==> config.mk <==
export PLATFORM = sky130hd
export DESIGN_NAME = mips_cpu_avalon_flat
export DESIGN_NICKNAME = d
export VERILOG_FILES = /design/src/rtl/mips_pkg.sv /design/src/rtl/mips_cpu_avalon_if.sv /design/src/rtl/mips_regfile.sv /design/src/rtl/mips_cpu_avalon.sv /design/src/flat_wrapper.sv
export SDC_FILE = /design/constraint.sdc
export NUM_CORES = 2
export LEC_CHECK = 0
export ABC_CLOCK_PERIOD_IN_PS = 10100
export CORE_UTILIZATION = 55
export CTS_CLUSTER_DIAMETER = 200
export DETAILED_ROUTE_END_ITERATION = 16
export PLACE_DENSITY_LB_ADDON = 0.3
export SLEW_MARGIN = 25
export SYNTH_ARGS = -nofsm -noshare
export SYNTH_HDL_FRONTEND = slang
export SYNTH_SLANG_ARGS = --single-unit
export TNS_END_PERCENT = 1
==> constraint.sdc <==
create_clock -name clk -period 10.1 [get_ports clk]
set_input_delay 2.02 -clock clk [delete_from_list [all_inputs] [get_ports clk]]
set_output_delay 2.02 -clock clk [all_outputs]
set_load 0.02 [all_outputs]
==> src/rtl/mips_pkg.sv <==
// mips_pkg: shared definitions for the mips_cpu_avalon multicycle CPU.
//   - FSM state enumeration
//   - MIPS-I opcode / funct encodings for the supported subset
//   - instruction field extraction helpers
package mips_pkg;

  typedef enum logic [2:0] {
    FETCH  = 3'd0,
    EXEC   = 3'd1,
    MEM    = 3'd2,
    WB     = 3'd3,
    HALTED = 3'd4
  } state_e;

  // Primary opcodes
  localparam logic [5:0] OP_RTYPE = 6'h00;
  localparam logic [5:0] OP_J     = 6'h02;
  localparam logic [5:0] OP_JAL   = 6'h03;
  localparam logic [5:0] OP_BEQ   = 6'h04;
  localparam logic [5:0] OP_BNE   = 6'h05;
  localparam logic [5:0] OP_ADDIU = 6'h09;
  localparam logic [5:0] OP_SLTI  = 6'h0A;
  localparam logic [5:0] OP_SLTIU = 6'h0B;
  localparam logic [5:0] OP_ANDI  = 6'h0C;
  localparam logic [5:0] OP_ORI   = 6'h0D;
  localparam logic [5:0] OP_XORI  = 6'h0E;
  localparam logic [5:0] OP_LUI   = 6'h0F;
  localparam logic [5:0] OP_LW    = 6'h23;
  localparam logic [5:0] OP_SW    = 6'h2B;

  // R-type funct codes
  localparam logic [5:0] FN_SLL  = 6'h00;
  localparam logic [5:0] FN_SRL  = 6'h02;
  localparam logic [5:0] FN_SRA  = 6'h03;
  localparam logic [5:0] FN_JR   = 6'h08;
  localparam logic [5:0] FN_JALR = 6'h09;
  localparam logic [5:0] FN_ADDU = 6'h21;
  localparam logic [5:0] FN_SUBU = 6'h23;
  localparam logic [5:0] FN_AND  = 6'h24;
  localparam logic [5:0] FN_OR   = 6'h25;
  localparam logic [5:0] FN_XOR  = 6'h26;
  localparam logic [5:0] FN_NOR  = 6'h27;
  localparam logic [5:0] FN_SLT  = 6'h2A;
  localparam logic [5:0] FN_SLTU = 6'h2B;

  function automatic logic [5:0] f_op(input logic [31:0] ir);
    return ir[31:26];
  endfunction

  function automatic logic [4:0] f_rs(input logic [31:0] ir);
    return ir[25:21];
  endfunction

  function automatic logic [4:0] f_rt(input logic [31:0] ir);
    return ir[20:16];
  endfunction

  function automatic logic [4:0] f_rd(input logic [31:0] ir);
    return ir[15:11];
  endfunction

  function automatic logic [4:0] f_shamt(input logic [31:0] ir);
    return ir[10:6];
  endfunction

  function automatic logic [5:0] f_funct(input logic [31:0] ir);
    return ir[5:0];
  endfunction

  function automatic logic [25:0] f_idx(input logic [31:0] ir);
    return ir[25:0];
  endfunction

  function automatic logic [31:0] f_simm(input logic [31:0] ir);
    return {{16{ir[15]}}, ir[15:0]};
  endfunction

  function automatic logic [31:0] f_zimm(input logic [31:0] ir);
    return {16'h0000, ir[15:0]};
  endfunction

endpackage

==> src/rtl/mips_cpu_avalon_if.sv <==
// mips_cpu_avalon_if: Avalon-MM bus between the CPU (master) and memory (slave).
//   address     master->slave  word-aligned byte address
//   read/write  master->slave  request strobes, never both high
//   writedata   master->slave  store data
//   byteenable  master->slave  byte lanes (always all four)
//   waitrequest slave->master  stall; request completes on an edge where it is 0
//   readdata    slave->master  load/fetch data, valid on the completing edge
interface mips_cpu_avalon_if;
  logic [31:0] address;
  logic        write;
  logic        read;
  logic        waitrequest;
  logic [31:0] writedata;
  logic [3:0]  byteenable;
  logic [31:0] readdata;

  modport master (
    output address, write, read, writedata, byteenable,
    input  waitrequest, readdata
  );

  modport slave (
    input  address, write, read, writedata, byteenable,
    output waitrequest, readdata
  );
endinterface

==> src/rtl/mips_regfile.sv <==
// mips_regfile: 32 x 32-bit general purpose register file.
//   clk, rst_n      clock, asynchronous active-low clear of all registers
//   ra1_i/rd1_o     asynchronous read port 1
//   ra2_i/rd2_o     asynchronous read port 2
//   we_i/wa_i/wd_i  synchronous write port; writes to $0 are dropped
//   v0_o            live contents of $2
module mips_regfile (
  input  logic        clk,
  input  logic        rst_n,
  input  logic [4:0]  ra1_i,
  input  logic [4:0]  ra2_i,
  output logic [31:0] rd1_o,
  output logic [31:0] rd2_o,
  input  logic        we_i,
  input  logic [4:0]  wa_i,
  input  logic [31:0] wd_i,
  output logic [31:0] v0_o
);

  logic [31:0] regs_q [32];

  always_ff @(posedge clk or negedge rst_n) begin
    if (!rst_n) begin
      for (int unsigned i = 0; i < 32; i++) begin
        regs_q[i] <= '0;
      end
    end else if (we_i && (wa_i != 5'd0)) begin
      regs_q[wa_i] <= wd_i;
    end
  end

  assign rd1_o = (ra1_i == 5'd0) ? '0 : regs_q[ra1_i];
  assign rd2_o = (ra2_i == 5'd0) ? '0 : regs_q[ra2_i];
  assign v0_o  = regs_q[2];

endmodule

==> src/rtl/mips_cpu_avalon.sv <==
// mips_cpu_avalon: multicycle MIPS-I subset CPU on a single Avalon-MM master.
//   clk          system clock
//   reset        asynchronous active-low reset
//   active       1 while executing, 0 once halted (jump to address 0)
//   register_v0  live contents of $2
//   bus          Avalon-MM master (instruction fetch and data access)
module mips_cpu_avalon
  import mips_pkg::*;
#(
  parameter logic [31:0] RESET_VECTOR = 32'hBFC0_0000
) (
  input  logic                     clk,
  input  logic                     reset,
  output logic                     active,
  output logic [31:0]              register_v0,
  mips_cpu_avalon_if.master        bus
);

  localparam logic [31:0] WORD_MASK = 32'hFFFF_FFFC;

  state_e      state_q, state_d;
  logic [31:0] pc_q, pc_d;
  logic [31:0] ir_q, ir_d;
  logic        pend_q, pend_d;
  logic [31:0] target_q, target_d;
  logic [31:0] mdr_q, mdr_d;
  logic [31:0] address_q, address_d;
  logic        read_q, read_d;
  logic        write_q, write_d;
  logic [31:0] writedata_q, writedata_d;

  logic [5:0]  op, funct;
  logic [4:0]  rs, rt, rd, shamt;
  logic [31:0] simm, zimm, rs_val, rt_val;
  logic [31:0] pc_plus4, pc_plus8, npc, eaddr, btgt, jtgt;

  logic        ex_we;
  logic [4:0]  ex_wa;
  logic [31:0] ex_wd;
  logic        take;
  logic [31:0] tgt;
  logic        is_lw, is_sw;

  logic        rf_we;
  logic [4:0]  rf_wa;
  logic [31:0] rf_wd;

  assign op    = f_op(ir_q);
  assign funct = f_funct(ir_q);
  assign rs    = f_rs(ir_q);
  assign rt    = f_rt(ir_q);
  assign rd    = f_rd(ir_q);
  assign shamt = f_shamt(ir_q);
  assign simm  = f_simm(ir_q);
  assign zimm  = f_zimm(ir_q);

  assign pc_plus4 = pc_q + 32'd4;
  assign pc_plus8 = pc_q + 32'd8;
  assign eaddr    = rs_val + simm;
  assign btgt     = pc_plus4 + {simm[29:0], 2'b00};
  assign jtgt     = {pc_plus4[31:28], f_idx(ir_q), 2'b00};
  // A pending target belongs to the branch before this instruction, so this
  // instruction is the delay slot and control transfers after it.
  assign npc      = pend_q ? target_q : pc_plus4;

  mips_regfile u_regfile (
    .clk   (clk),
    .rst_n (reset),
    .ra1_i (rs),
    .ra2_i (rt),
    .rd1_o (rs_val),
    .rd2_o (rt_val),
    .we_i  (rf_we),
    .wa_i  (rf_wa),
    .wd_i  (rf_wd),
    .v0_o  (register_v0)
  );

  // Decode and ALU
  always_comb begin
    ex_we = 1'b0;
    ex_wa = '0;
    ex_wd = '0;
    take  = 1'b0;
    tgt   = '0;
    is_lw = 1'b0;
    is_sw = 1'b0;
    case (op)
      OP_RTYPE: begin
        ex_we = 1'b1;
        ex_wa = rd;
        case (funct)
          FN_SLL:  ex_wd = rt_val << shamt;
          FN_SRL:  ex_wd = rt_val >> shamt;
          FN_SRA:  ex_wd = $signed(rt_val) >>> shamt;
          FN_ADDU: ex_wd = rs_val + rt_val;
          FN_SUBU: ex_wd = rs_val - rt_val;
          FN_AND:  ex_wd = rs_val & rt_val;
          FN_OR:   ex_wd = rs_val | rt_val;
          FN_XOR:  ex_wd = rs_val ^ rt_val;
          FN_NOR:  ex_wd = ~(rs_val | rt_val);
          FN_SLT:  ex_wd = {31'd0, $signed(rs_val) < $signed(rt_val)};
          FN_SLTU: ex_wd = {31'd0, rs_val < rt_val};
          FN_JR: begin
            ex_we = 1'b0;
            take  = 1'b1;
            tgt   = rs_val;
          end
          FN_JALR: begin
            ex_wd = pc_plus8;
            take  = 1'b1;
            tgt   = rs_val;
          end
          default: ex_we = 1'b0;
        endcase
      end
      OP_J: begin
        take = 1'b1;
        tgt  = jtgt;
      end
      OP_JAL: begin
        take  = 1'b1;
        tgt   = jtgt;
        ex_we = 1'b1;
        ex_wa = 5'd31;
        ex_wd = pc_plus8;
      end
      OP_BEQ: begin
        take = (rs_val == rt_val);
        tgt  = btgt;
      end
      OP_BNE: begin
        take = (rs_val != rt_val);
        tgt  = btgt;
      end
      OP_ADDIU: begin ex_we = 1'b1; ex_wa = rt; ex_wd = rs_val + simm; end
      OP_SLTI:  begin ex_we = 1'b1; ex_wa = rt; ex_wd = {31'd0, $signed(rs_val) < $signed(simm)}; end
      OP_SLTIU: begin ex_we = 1'b1; ex_wa = rt; ex_wd = {31'd0, rs_val < simm}; end
      OP_ANDI:  begin ex_we = 1'b1; ex_wa = rt; ex_wd = rs_val & zimm; end
      OP_ORI:   begin ex_we = 1'b1; ex_wa = rt; ex_wd = rs_val | zimm; end
      OP_XORI:  begin ex_we = 1'b1; ex_wa = rt; ex_wd = rs_val ^ zimm; end
      OP_LUI:   begin ex_we = 1'b1; ex_wa = rt; ex_wd = {zimm[15:0], 16'h0000}; end
      OP_LW:    is_lw = 1'b1;
      OP_SW:    is_sw = 1'b1;
      default:  ;
    endcase
  end

  // Control FSM and bus sequencing
  always_comb begin
    state_d     = state_q;
    pc_d        = pc_q;
    ir_d        = ir_q;
    pend_d      = pend_q;
    target_d    = target_q;
    mdr_d       = mdr_q;
    address_d   = address_q;
    read_d      = read_q;
    write_d     = write_q;
    writedata_d = writedata_q;
    rf_we       = 1'b0;
    rf_wa       = '0;
    rf_wd       = '0;
    case (state_q)
      FETCH: begin
        // Bus outputs are registered, so a fetch takes one cycle to issue
        // and then waits for the completing edge.
        if (!read_q) begin
          read_d    = 1'b1;
          address_d = pc_q & WORD_MASK;
        end else if (!bus.waitrequest) begin
          read_d  = 1'b0;
          ir_d    = bus.readdata;
          state_d = EXEC;
        end
      end
      EXEC: begin
        rf_we  = ex_we;
        rf_wa  = ex_wa;
        rf_wd  = ex_wd;
        pc_d   = npc;
        pend_d = take;
        if (take) begin
          target_d = tgt;
        end
        if (is_lw || is_sw) begin
          state_d   = MEM;
          address_d = eaddr & WORD_MASK;
          read_d    = is_lw;
          write_d   = is_sw;
          if (is_sw) begin
            writedata_d = rt_val;
          end
        end else begin
          state_d = (npc == '0) ? HALTED : FETCH;
        end
      end
      MEM: begin
        if (!bus.waitrequest) begin
          read_d  = 1'b0;
          write_d = 1'b0;
          if (read_q) begin
            mdr_d   = bus.readdata;
            state_d = WB;
          end else begin
            state_d = (pc_q == '0) ? HALTED : FETCH;
          end
        end
      end
      WB: begin
        rf_we   = 1'b1;
        rf_wa   = rt;
        rf_wd   = mdr_q;
        state_d = (pc_q == '0) ? HALTED : FETCH;
      end
      HALTED: ;
      default: state_d = FETCH;
    endcase
  end

  always_ff @(posedge clk or negedge reset) begin
    if (!reset) begin
      state_q     <= FETCH;
      pc_q        <= RESET_VECTOR;
      ir_q        <= '0;
      pend_q      <= 1'b0;
      target_q    <= '0;
      mdr_q       <= '0;
      address_q   <= '0;
      read_q      <= 1'b0;
      write_q     <= 1'b0;
      writedata_q <= '0;
    end else begin
      state_q     <= state_d;
      pc_q        <= pc_d;
      ir_q        <= ir_d;
      pend_q      <= pend_d;
      target_q    <= target_d;
      mdr_q       <= mdr_d;
      address_q   <= address_d;
      read_q      <= read_d;
      write_q     <= write_d;
      writedata_q <= writedata_d;
    end
  end

  assign active         = (state_q != HALTED);
  assign bus.address    = address_q;
  assign bus.read       = read_q;
  assign bus.write      = write_q;
  assign bus.writedata  = writedata_q;
  assign bus.byteenable = 4'b1111;

endmodule

==> src/flat_wrapper.sv <==
// flat-port wrapper written by rule: the top's interface ports become plain ports
module mips_cpu_avalon_flat import mips_pkg::*;
#(
  parameter logic [31:0] RESET_VECTOR = 32'hBFC0_0000
)
  (clk, reset, active, register_v0, bus_address, bus_write, bus_read, bus_writedata, bus_byteenable, bus_waitrequest, bus_readdata);
  mips_cpu_avalon_if bus_i ();
  input  logic clk;
  input  logic reset;
  output logic active;
  output logic [31:0] register_v0;
  output wire logic [$bits(bus_i.address)-1:0] bus_address;
  output wire logic [$bits(bus_i.write)-1:0] bus_write;
  output wire logic [$bits(bus_i.read)-1:0] bus_read;
  output wire logic [$bits(bus_i.writedata)-1:0] bus_writedata;
  output wire logic [$bits(bus_i.byteenable)-1:0] bus_byteenable;
  input wire logic [$bits(bus_i.waitrequest)-1:0] bus_waitrequest;
  input wire logic [$bits(bus_i.readdata)-1:0] bus_readdata;
  assign bus_address = bus_i.address;
  assign bus_write = bus_i.write;
  assign bus_read = bus_i.read;
  assign bus_writedata = bus_i.writedata;
  assign bus_byteenable = bus_i.byteenable;
  assign bus_i.waitrequest = bus_waitrequest;
  assign bus_i.readdata = bus_readdata;
  mips_cpu_avalon #(.RESET_VECTOR(RESET_VECTOR)) u_core (.clk(clk), .reset(reset), .active(active), .register_v0(register_v0), .bus(bus_i));
endmodule
# Word level (Yosys, flattened, before mapping)
# Index checks and enable logic that the tools add are counted.
dict set report classes {
  add_sub_neg 6
  magnitude_cmp 8
  n_eq_ne 37
  n_shift 3
  mux 44
  n_bitwise 12
  reduce_logical 28
}
# cell count
set ops {}
lappend ops {{1024-bit bitwise mux} 1}
lappend ops {{32-bit case mux with 12 select lines} 1}
lappend ops {{32-bit two-way mux} 11}
lappend ops {{32-bit binary-select mux with 5-bit select} 2}
lappend ops {{32-bit case mux with 9 select lines} 1}
lappend ops {{32-bit demux with 5-bit select} 1}
lappend ops {{32-bit case mux with 2 select lines} 2}
lappend ops {{32-bit adder} 3}
lappend ops {{32-bit less-than comparator} 3}
lappend ops {{32-bit case mux with 3 select lines} 1}
lappend ops {{32-bit logical NOT} 2}
lappend ops {{6-bit equality test (second input constant)} 10}
lappend ops {{6-bit by 4-bit equality test with 1-bit output (second input constant)} 9}
lappend ops {{32-bit by 3-bit adder with 32-bit output (second input constant)} 1}
lappend ops {{32-bit by 4-bit adder with 32-bit output (second input constant)} 1}
lappend ops {{32-bit by 16-bit AND with 32-bit output} 1}
lappend ops {{32-bit AND} 1}
lappend ops {{32-bit equality test} 1}
lappend ops {{32-bit by 16-bit less-than comparator with 1-bit output} 1}
lappend ops {{32-bit != test} 1}
lappend ops {{32-bit NOT} 1}
lappend ops {{32-bit by 16-bit bitwise OR with 32-bit output} 1}
lappend ops {{32-bit bitwise OR} 1}
lappend ops {{32-bit by 5-bit << shifter with 32-bit output} 1}
lappend ops {{40 further kinds} 80}
dict set report word_totals {
  ff_bits 1222
  input_bits 35
  output_inout_bits 103
}

# Longest topological paths before layout
dict set report logic_depth {
  depth_word 11
  mapped_depth 31
}

# Cells and area by module
# A second synthesis with hierarchy kept.
dict set report unflattened {
  hier_cells 6920
  area_unflattened_um2 79411.2
}
# mod instances cells_per_inst area_each_um2 seq_area_each_um2
set by_module_without_submodules {}
lappend by_module_without_submodules {mips_regfile 1 3699 54711.2 25624.6}
lappend by_module_without_submodules {mips_cpu_avalon 1 3221 24699.9 4916.0}

# Least setup slack after synthesis
# No wires, ideal clock.
dict set report synth_timing {
  kind {reg2reg}
  startpoint {register u_core.ir_q[21]}
  endpoint {register u_core.u_regfile.regs_q[121] (netlist bit)}
  setup_time_ns 0.138
  t_arrival_ns 7.082
  t_required_ns 9.962
  path_slack_ns 2.880
  path_stages_with_launch 31
  n_path_buf 12
  synth_period_minus_slack_ns 7.220
  cell_sequence {dfrtp_1 -> buf_4 -> buf_6 -> buf_6 -> buf_4 -> buf_4 -> buf_4 -> buf_6 -> buf_6 -> buf_4 -> buf_6 -> buf_4 -> mux4_2 -> mux4_2 -> mux2i_1 -> nor2_1 -> inv_1 -> ha_1 -> a211oi_1 -> o21bai_1 -> a31o_2 -> a211oi_1 -> o221ai_1 -> maj3_1 -> a41oi_1 -> nor2_1 -> a211oi_1 -> nor2_1 -> a31oi_2 -> buf_2 -> a31oi_1}
}
dict set report synth_between {
  elab_chain_cells 11
  elab_cells_between_ends 20
}
# element line
set synth_lines {}
lappend synth_lines {{start, declared} mips_cpu_avalon.sv:23} ;# logic [31:0] ir_q, ir_d;
lappend synth_lines {{start signal, assigned} mips_cpu_avalon.sv:236} ;# ir_q <= ir_d;
lappend synth_lines {{5-bit NOT with 6-bit output (implied by the code)} mips_regfile.sv:32} ;# assign rd1_o = (ra1_i == 5'd0) ? '0 : regs_q[ra1_i];
lappend synth_lines {{32-bit binary-select mux with 5-bit select} mips_regfile.sv:32}
lappend synth_lines {{32-bit two-way mux (implied by the code) (2 in series)} mips_regfile.sv:32}
lappend synth_lines {{32-bit two-way mux (*)} mips_regfile.sv:32}
lappend synth_lines {{branches (longest 3 deep; another with 32-bit subtractor)} -}
lappend synth_lines {{32-bit case mux with 9 select lines (*)} mips_cpu_avalon.sv:88} ;# case (op)
lappend synth_lines {{32-bit case mux with 2 select lines (*)} mips_cpu_avalon.sv:164} ;# case (state_q)
lappend synth_lines {{1024-bit bitwise mux (*)} mips_regfile.sv:28} ;# regs_q[wa_i] <= wd_i;
lappend synth_lines {{end signal, assigned by index} mips_regfile.sv:28}
lappend synth_lines {{end, declared} mips_regfile.sv:20} ;# logic [31:0] regs_q [32];
# Every way passes the cells marked *. The select of a mux whose other input is x is not followed.
# A chain may end at the register's enable or synchronous reset.

# Worst setup path in the final report
dict set report layout_timing {
  startpoint {register u_core.ir_q[21]}
  endpoint {register u_core.u_regfile.regs_q[729] (netlist bit)}
}
# The elaborated chain is that of the path after synthesis.

==> flow_summary.html <==
<table>
<tr><th>Metric</th><th>Value</th></tr>
<tr><th colspan="2">Outcome</th></tr>
<tr><td>Run status</td><td>finished, final reports clean</td></tr>
<tr><th colspan="2">Timing</th></tr>
<tr><td>Hold_ws</td><td>0.3930 ns</td></tr>
<tr><td>Pin slew with the least headroom to its limit</td><td>1.177 ns</td></tr>
<tr><td>Aggregate negative setup slack</td><td>0 ns</td></tr>
<tr><td>Slew margin rel.</td><td>20.98%</td></tr>
<tr><td>Final critical path time including I/O delays and setup</td><td>8.980 ns</td></tr>
<tr><td>Portion of the clock cycle consumed by the worst path in the final layout</td><td>88.91%</td></tr>
<tr><td>RSZ-0062 raised after global routing</td><td>false</td></tr>
<tr><td>Number of slew-limit violations in the final report</td><td>0</td></tr>
<tr><td>Upper clock frequency limit</td><td>111.4 MHz</td></tr>
<tr><td>Final number of setup-violating endpoints</td><td>0</td></tr>
<tr><td>Number of hold violations in the final report</td><td>0</td></tr>
<tr><td>Final Skew</td><td>0.04875 ns</td></tr>
<tr><th colspan="2">Synthesis</th></tr>
<tr><td>#FFs+latches synth</td><td>1,220</td></tr>
<tr><td>Number of different library cells in the post-synthesis netlist</td><td>109</td></tr>
<tr><td>Mux share of post-synthesis cell area</td><td>23.16%</td></tr>
<tr><td>Sequential area share after synthesis</td><td>37.69%</td></tr>
<tr><td>Compound-cell area share of the yosys netlist</td><td>16.51%</td></tr>
<tr><td>Number of enable flip-flop cells after synthesis</td><td>0</td></tr>
<tr><td>Post-synthesis area per instance</td><td>9.961 um2</td></tr>
<tr><td>Synthesized area</td><td>81,030 um2</td></tr>
<tr><td>Xor/xnor cell area share of the yosys netlist</td><td>1.578%</td></tr>
<tr><td>Synth warn</td><td>0</td></tr>
<tr><td>Main combinational cell family by area after synthesis</td><td>multiplexers</td></tr>
<tr><td>Synthesized netlist cell count</td><td>8,135</td></tr>
<tr><td>Adder-cell share of the synthesized area</td><td>3.488%</td></tr>
<tr><td>Simple-gate portion of the synthesized area</td><td>12.25%</td></tr>
<tr><td>Share of synthesized flip-flops with an asynchronous set or reset</td><td>100.0%</td></tr>
<tr><td>Primary flip-flop cell chosen by synthesis mapping</td><td>dfrtp_1</td></tr>
<tr><th colspan="2">Finish</th></tr>
<tr><td>Most common cell after layout, fill and taps aside</td><td>dfrtp_1</td></tr>
<tr><td>Layout cell share with drive strength beyond 1</td><td>20.38%</td></tr>
<tr><td>Final core occ</td><td>60.99%</td></tr>
<tr><td>Synthesis-to-finish area growth</td><td>9.834%</td></tr>
<tr><td>Leading cell types in the layout, fill and taps excluded</td><td>1,196 x dfrtp_1, 1,157 x nand2_1, 736 x o21ai_0, 526 x mux4_2, 507 x nor2_1</td></tr>
<tr><td>Final layout net count</td><td>8,174</td></tr>
<tr><td>Layout fillers</td><td>11,870</td></tr>
<tr><th colspan="2">Clocking</th></tr>
<tr><td>Source-to-sink clock delay at the later pin of the worst-skew pair</td><td>0.82 ns</td></tr>
<tr><td>Number of buffers inserted during clock tree synthesis</td><td>135</td></tr>
<tr><td>Clock transition at the register clock pins on the worst setup and hold paths after CTS</td><td>0.06 ns</td></tr>
<tr><td>Clock root buffer master</td><td>clkbuf_16</td></tr>
<tr><td>Number of hold buffers added after CTS</td><td>0</td></tr>
<tr><td>CTS tree</td><td>built</td></tr>
<tr><td>Longest Clk Path Bufs</td><td>3</td></tr>
<tr><td>Post-cts resize count</td><td>0</td></tr>
<tr><td>Sink Count</td><td>1,220</td></tr>
<tr><td>H-tree depth</td><td>4</td></tr>
<tr><td>Post-CTS setup-driven buffer insertion count</td><td>0</td></tr>
<tr><th colspan="2">Floorplanning</th></tr>
<tr><td>Initial standard-cell utilization of the core</td><td>55.53%</td></tr>
<tr><td>Count of pins on the block boundary</td><td>138</td></tr>
<tr><td>Die height</td><td>385.8 um</td></tr>
<tr><td>Horizontal die dimension</td><td>385.8 um</td></tr>
<tr><td># rows</td><td>140</td></tr>
<tr><td>Overall die area</td><td>148,900 um2</td></tr>
<tr><td>Core Area</td><td>145,900 um2</td></tr>
<tr><th colspan="2">Setup path</th></tr>
<tr><td>Critical setup path kind</td><td>register to register</td></tr>
<tr><td>CP startpoint kind</td><td>register</td></tr>
<tr><td>Timing endpoint of the critical path</td><td>u_core.u_regfile.regs_q[729]$_DFFE_PN0P_</td></tr>
<tr><td>WP data required</td><td>10.73 ns</td></tr>
<tr><td>Crit. Startpoint</td><td>u_core.ir_q[21]$_DFFE_PN0P_</td></tr>
<tr><td>Number of cells on the worst reg-to-reg path</td><td>21</td></tr>
<tr><td>Register-to-register setup slack</td><td>1.12 ns</td></tr>
<tr><td>Highest-delay cell along the critical path</td><td>dfrtp_4</td></tr>
<tr><td>Crit. End Element</td><td>register</td></tr>
<tr><td>Worst reg2reg path endpoint</td><td>u_core.u_regfile.regs_q[729]$_DFFE_PN0P_</td></tr>
<tr><td>Reg-to-reg critical path startpoint</td><td>u_core.ir_q[21]$_DFFE_PN0P_</td></tr>
<tr><td>Maximum fanout count along the critical path</td><td>43</td></tr>
<tr><td>Ordered list of cells on the worst path</td><td>buf_12 &gt; buf_4 &gt; mux4_2 &gt; mux4_2 &gt; mux2i_1 &gt; or2_2 &gt; inv_1 &gt; ha_1 &gt; nor2b_1 &gt; a221oi_1 &gt; and4b_1 &gt; a211oi_1 &gt; o221ai_1 &gt; maj3_1 &gt; a41oi_1 &gt; nor2_1 &gt; a211oi_1 &gt; nor2_1 &gt; a31oi_2 &gt; buf_4 &gt; a31oi_1</td></tr>
<tr><td>Longest individual stage delay on the worst path</td><td>0.97 ns</td></tr>
<tr><td>WP data arrival</td><td>9.61 ns</td></tr>
<tr><th colspan="2">Worst hold path</th></tr>
<tr><td>Hold Crit Class</td><td>register to register</td></tr>
<tr><th colspan="2">Detailed routing</th></tr>
<tr><td>Ratio of routed vias to standard cells</td><td>7.353</td></tr>
<tr><td>Antenna Nets Post-Route</td><td>0</td></tr>
<tr><td>Violation count after the first detailed-routing iteration</td><td>11,460</td></tr>
<tr><td>Total iterations of the first detailed-routing run</td><td>7</td></tr>
<tr><td>Total via count in the routed design</td><td>73,170</td></tr>
<tr><td>DR DRC count</td><td>0</td></tr>
<tr><td>Routed wire length</td><td>373,600 um</td></tr>
<tr><td>Wirelength per Cell</td><td>37.55 um</td></tr>
<tr><th colspan="2">Flow run</th></tr>
<tr><td>Max-cap viol count</td><td>0</td></tr>
<tr><th colspan="2">GRT</th></tr>
<tr><td>Number of global-route vias before repair</td><td>69,590</td></tr>
<tr><td>Total congestion overflow</td><td>0</td></tr>
<tr><td>Met2 Resource Use GR</td><td>70.44%</td></tr>
<tr><td>Busiest metal layer after global routing</td><td>met2</td></tr>
<tr><td>Met1 Use GR</td><td>64.18%</td></tr>
<tr><td>GR met3 Demand/Resource</td><td>17.64%</td></tr>
<tr><td>Maximum number of pins on one net before global-route repair</td><td>182</td></tr>
<tr><td>Global-route wire length before repair</td><td>524,400 um</td></tr>
<tr><td>Initial antenna violation count</td><td>18</td></tr>
<tr><td>Global Route Usage Sum</td><td>49.92%</td></tr>
<tr><th colspan="2">Power</th></tr>
<tr><td>Max VDD drop</td><td>0.0001939 V</td></tr>
<tr><td>Standby leakage power</td><td>37.85 nW</td></tr>
<tr><td>Power Density</td><td>257.9 nW/um2</td></tr>
<tr><th colspan="2">Placement</th></tr>
<tr><td>Final weighted congestion of routability-driven global placement</td><td>1.076</td></tr>
<tr><td>Detailed Place HPWL</td><td>262,400 um</td></tr>
<tr><td>Count of input and output buffers</td><td>131</td></tr>
</table>
-- how the worst min path moves through the flow --
| stage | startpoint | to | slack (ns) | depth (start not counted) |
|---|---|---|---|---|
| 2_1_floorplan | u_core.u_regfile.regs_q[1000]$_DFFE_PN0P_ | u_core.u_regfile.regs_q[1000]$_DFFE_PN0P_ | 0.44 | 1 |
| 3_5_place_dp | u_core.u_regfile.regs_q[1004]$_DFFE_PN0P_ | u_core.u_regfile.regs_q[1004]$_DFFE_PN0P_ | 0.38 | 0 |
| 6_report | u_core.u_regfile.regs_q[1010]$_DFFE_PN0P_ | u_core.u_regfile.regs_q[1010]$_DFFE_PN0P_ | 0.39 | 0 |
| 4_1_cts | u_core.u_regfile.regs_q[1010]$_DFFE_PN0P_ | u_core.u_regfile.regs_q[1010]$_DFFE_PN0P_ | 0.40 | 0 |
| 5_1_grt | u_core.u_regfile.regs_q[1023]$_DFFE_PN0P_ | u_core.u_regfile.regs_q[1023]$_DFFE_PN0P_ | 0.41 | 0 |
| 3_3_place_gp | u_core.u_regfile.regs_q[1005]$_DFFE_PN0P_ | u_core.u_regfile.regs_q[1005]$_DFFE_PN0P_ | 0.38 | 0 |
-- power by group --
| group | internal, W | switching (W) |
|---|---|---|
| Combinational | 0.00372 | 0.00804 |
| Clock | 0.00296 | 0.00231 |
| Sequential | 0.00519 | 0.000725 |
-- final cells by class --
type                    count  area, um2  share of cell area [%]
diodes                     10      25.02                 0.02812
clock buffers             187       3854                   4.330
clock inverters            56      849.6                  0.9546
inverters                 165      634.4                  0.7128
multi-input cells        5960      46810                   52.59
flip-flops and latches   1220      30580                   34.36
well taps                1917       2399                   2.695
repair buffers            436       3856                   4.333
-- per-stage QoR --
stage	setup WS, ns	cell area [um2]	instances	total power, W
after global placement	1.548	84110	9692	0.01714
after CTS	1.432	88880	9938	0.02238
after detailed placement	1.479	84180	9695	0.01715
after global routing	0.9661	88980	9942	0.02340
final	1.121	89000	9951	0.02295
after floorplan	2.880	81050	8139	0.01271
-- synth_stat cells (38+ instances only) --
cell      instances  area share, %
a211oi_1         52           0.48
a21o_1           48           0.44
a21oi_1         410            2.5
a22oi_1         158            1.5
a31oi_1         104           0.80
and3_1           38           0.29
buf_1            47           0.22
buf_2            85           0.52
buf_4            93           0.86
clkbuf_1        532            2.5
dfrtp_1        1211             37
ha_1            217            3.4
inv_1           158           0.73
mux2_2          363            5.0
mux2i_1         282            3.5
mux4_2          526             15
nand2_1        1184            5.5
nand2b_1         39           0.30
nand3_1         106           0.65
nand4_1          39           0.30
nor2_1          545            2.5
nor3_1           92           0.57
nor4_1           52           0.40
o211ai_1         49           0.45
o21ai_0         739            4.6
o22ai_1          51           0.39
o31ai_1         116            1.1
xnor2_1         102            1.1
xor2_1           39           0.42
-- critical path: cells and delay by family (launching register included) --
family / cells / cell delay, ns
buffers and inverters: 4 / 1.30
adder cells (fa/ha/maj): 2 / 0.85
AO/OA/AOI/OAI: 7 / 2.72
multiplexers: 3 / 1.91
flip-flops: 1 / 0.97
AND/OR/NAND/NOR: 5 / 0.98
-- layer usage --
layer / wire [um] / vias up
met1: 136200 / 36300
met5: 375 / -
met3: 50120 / 1457
met2: 155400 / 5843
li1: - / 29560
met4: 31550 / 12
-- logic make-up (layout without fill, tap and decap cells) --
kind of cell / Yosys count / count (layout)
flip-flops: 1220 / 1220
AO/OA/AOI/OAI: 2128 / 2128
XOR/XNOR: 143 / 143
buffers and inverters: 959 / 844
AND/OR/NAND/NOR: 2287 / 2287
other: 2 / 16
adder cells (fa/ha/maj): 224 / 224
multiplexers: 1172 / 1172
-- state kept, by name, indices dropped and copies added (netlist names) --
signal and flops:
u_core.bus.read 1, u_core.state_q 3, u_core.ir_q 32, u_core.bus.address 30
u_core.bus.write 1, u_core.pend_q 1, u_core.target_q 32, u_core.u_regfile.regs_q 992
u_core.pc_q 32, u_core.u_regfile.v0_o 32, u_core.mdr_q 32, u_core.bus.writedata 32
Note: power is estimated with default switching activity, not from simulation.
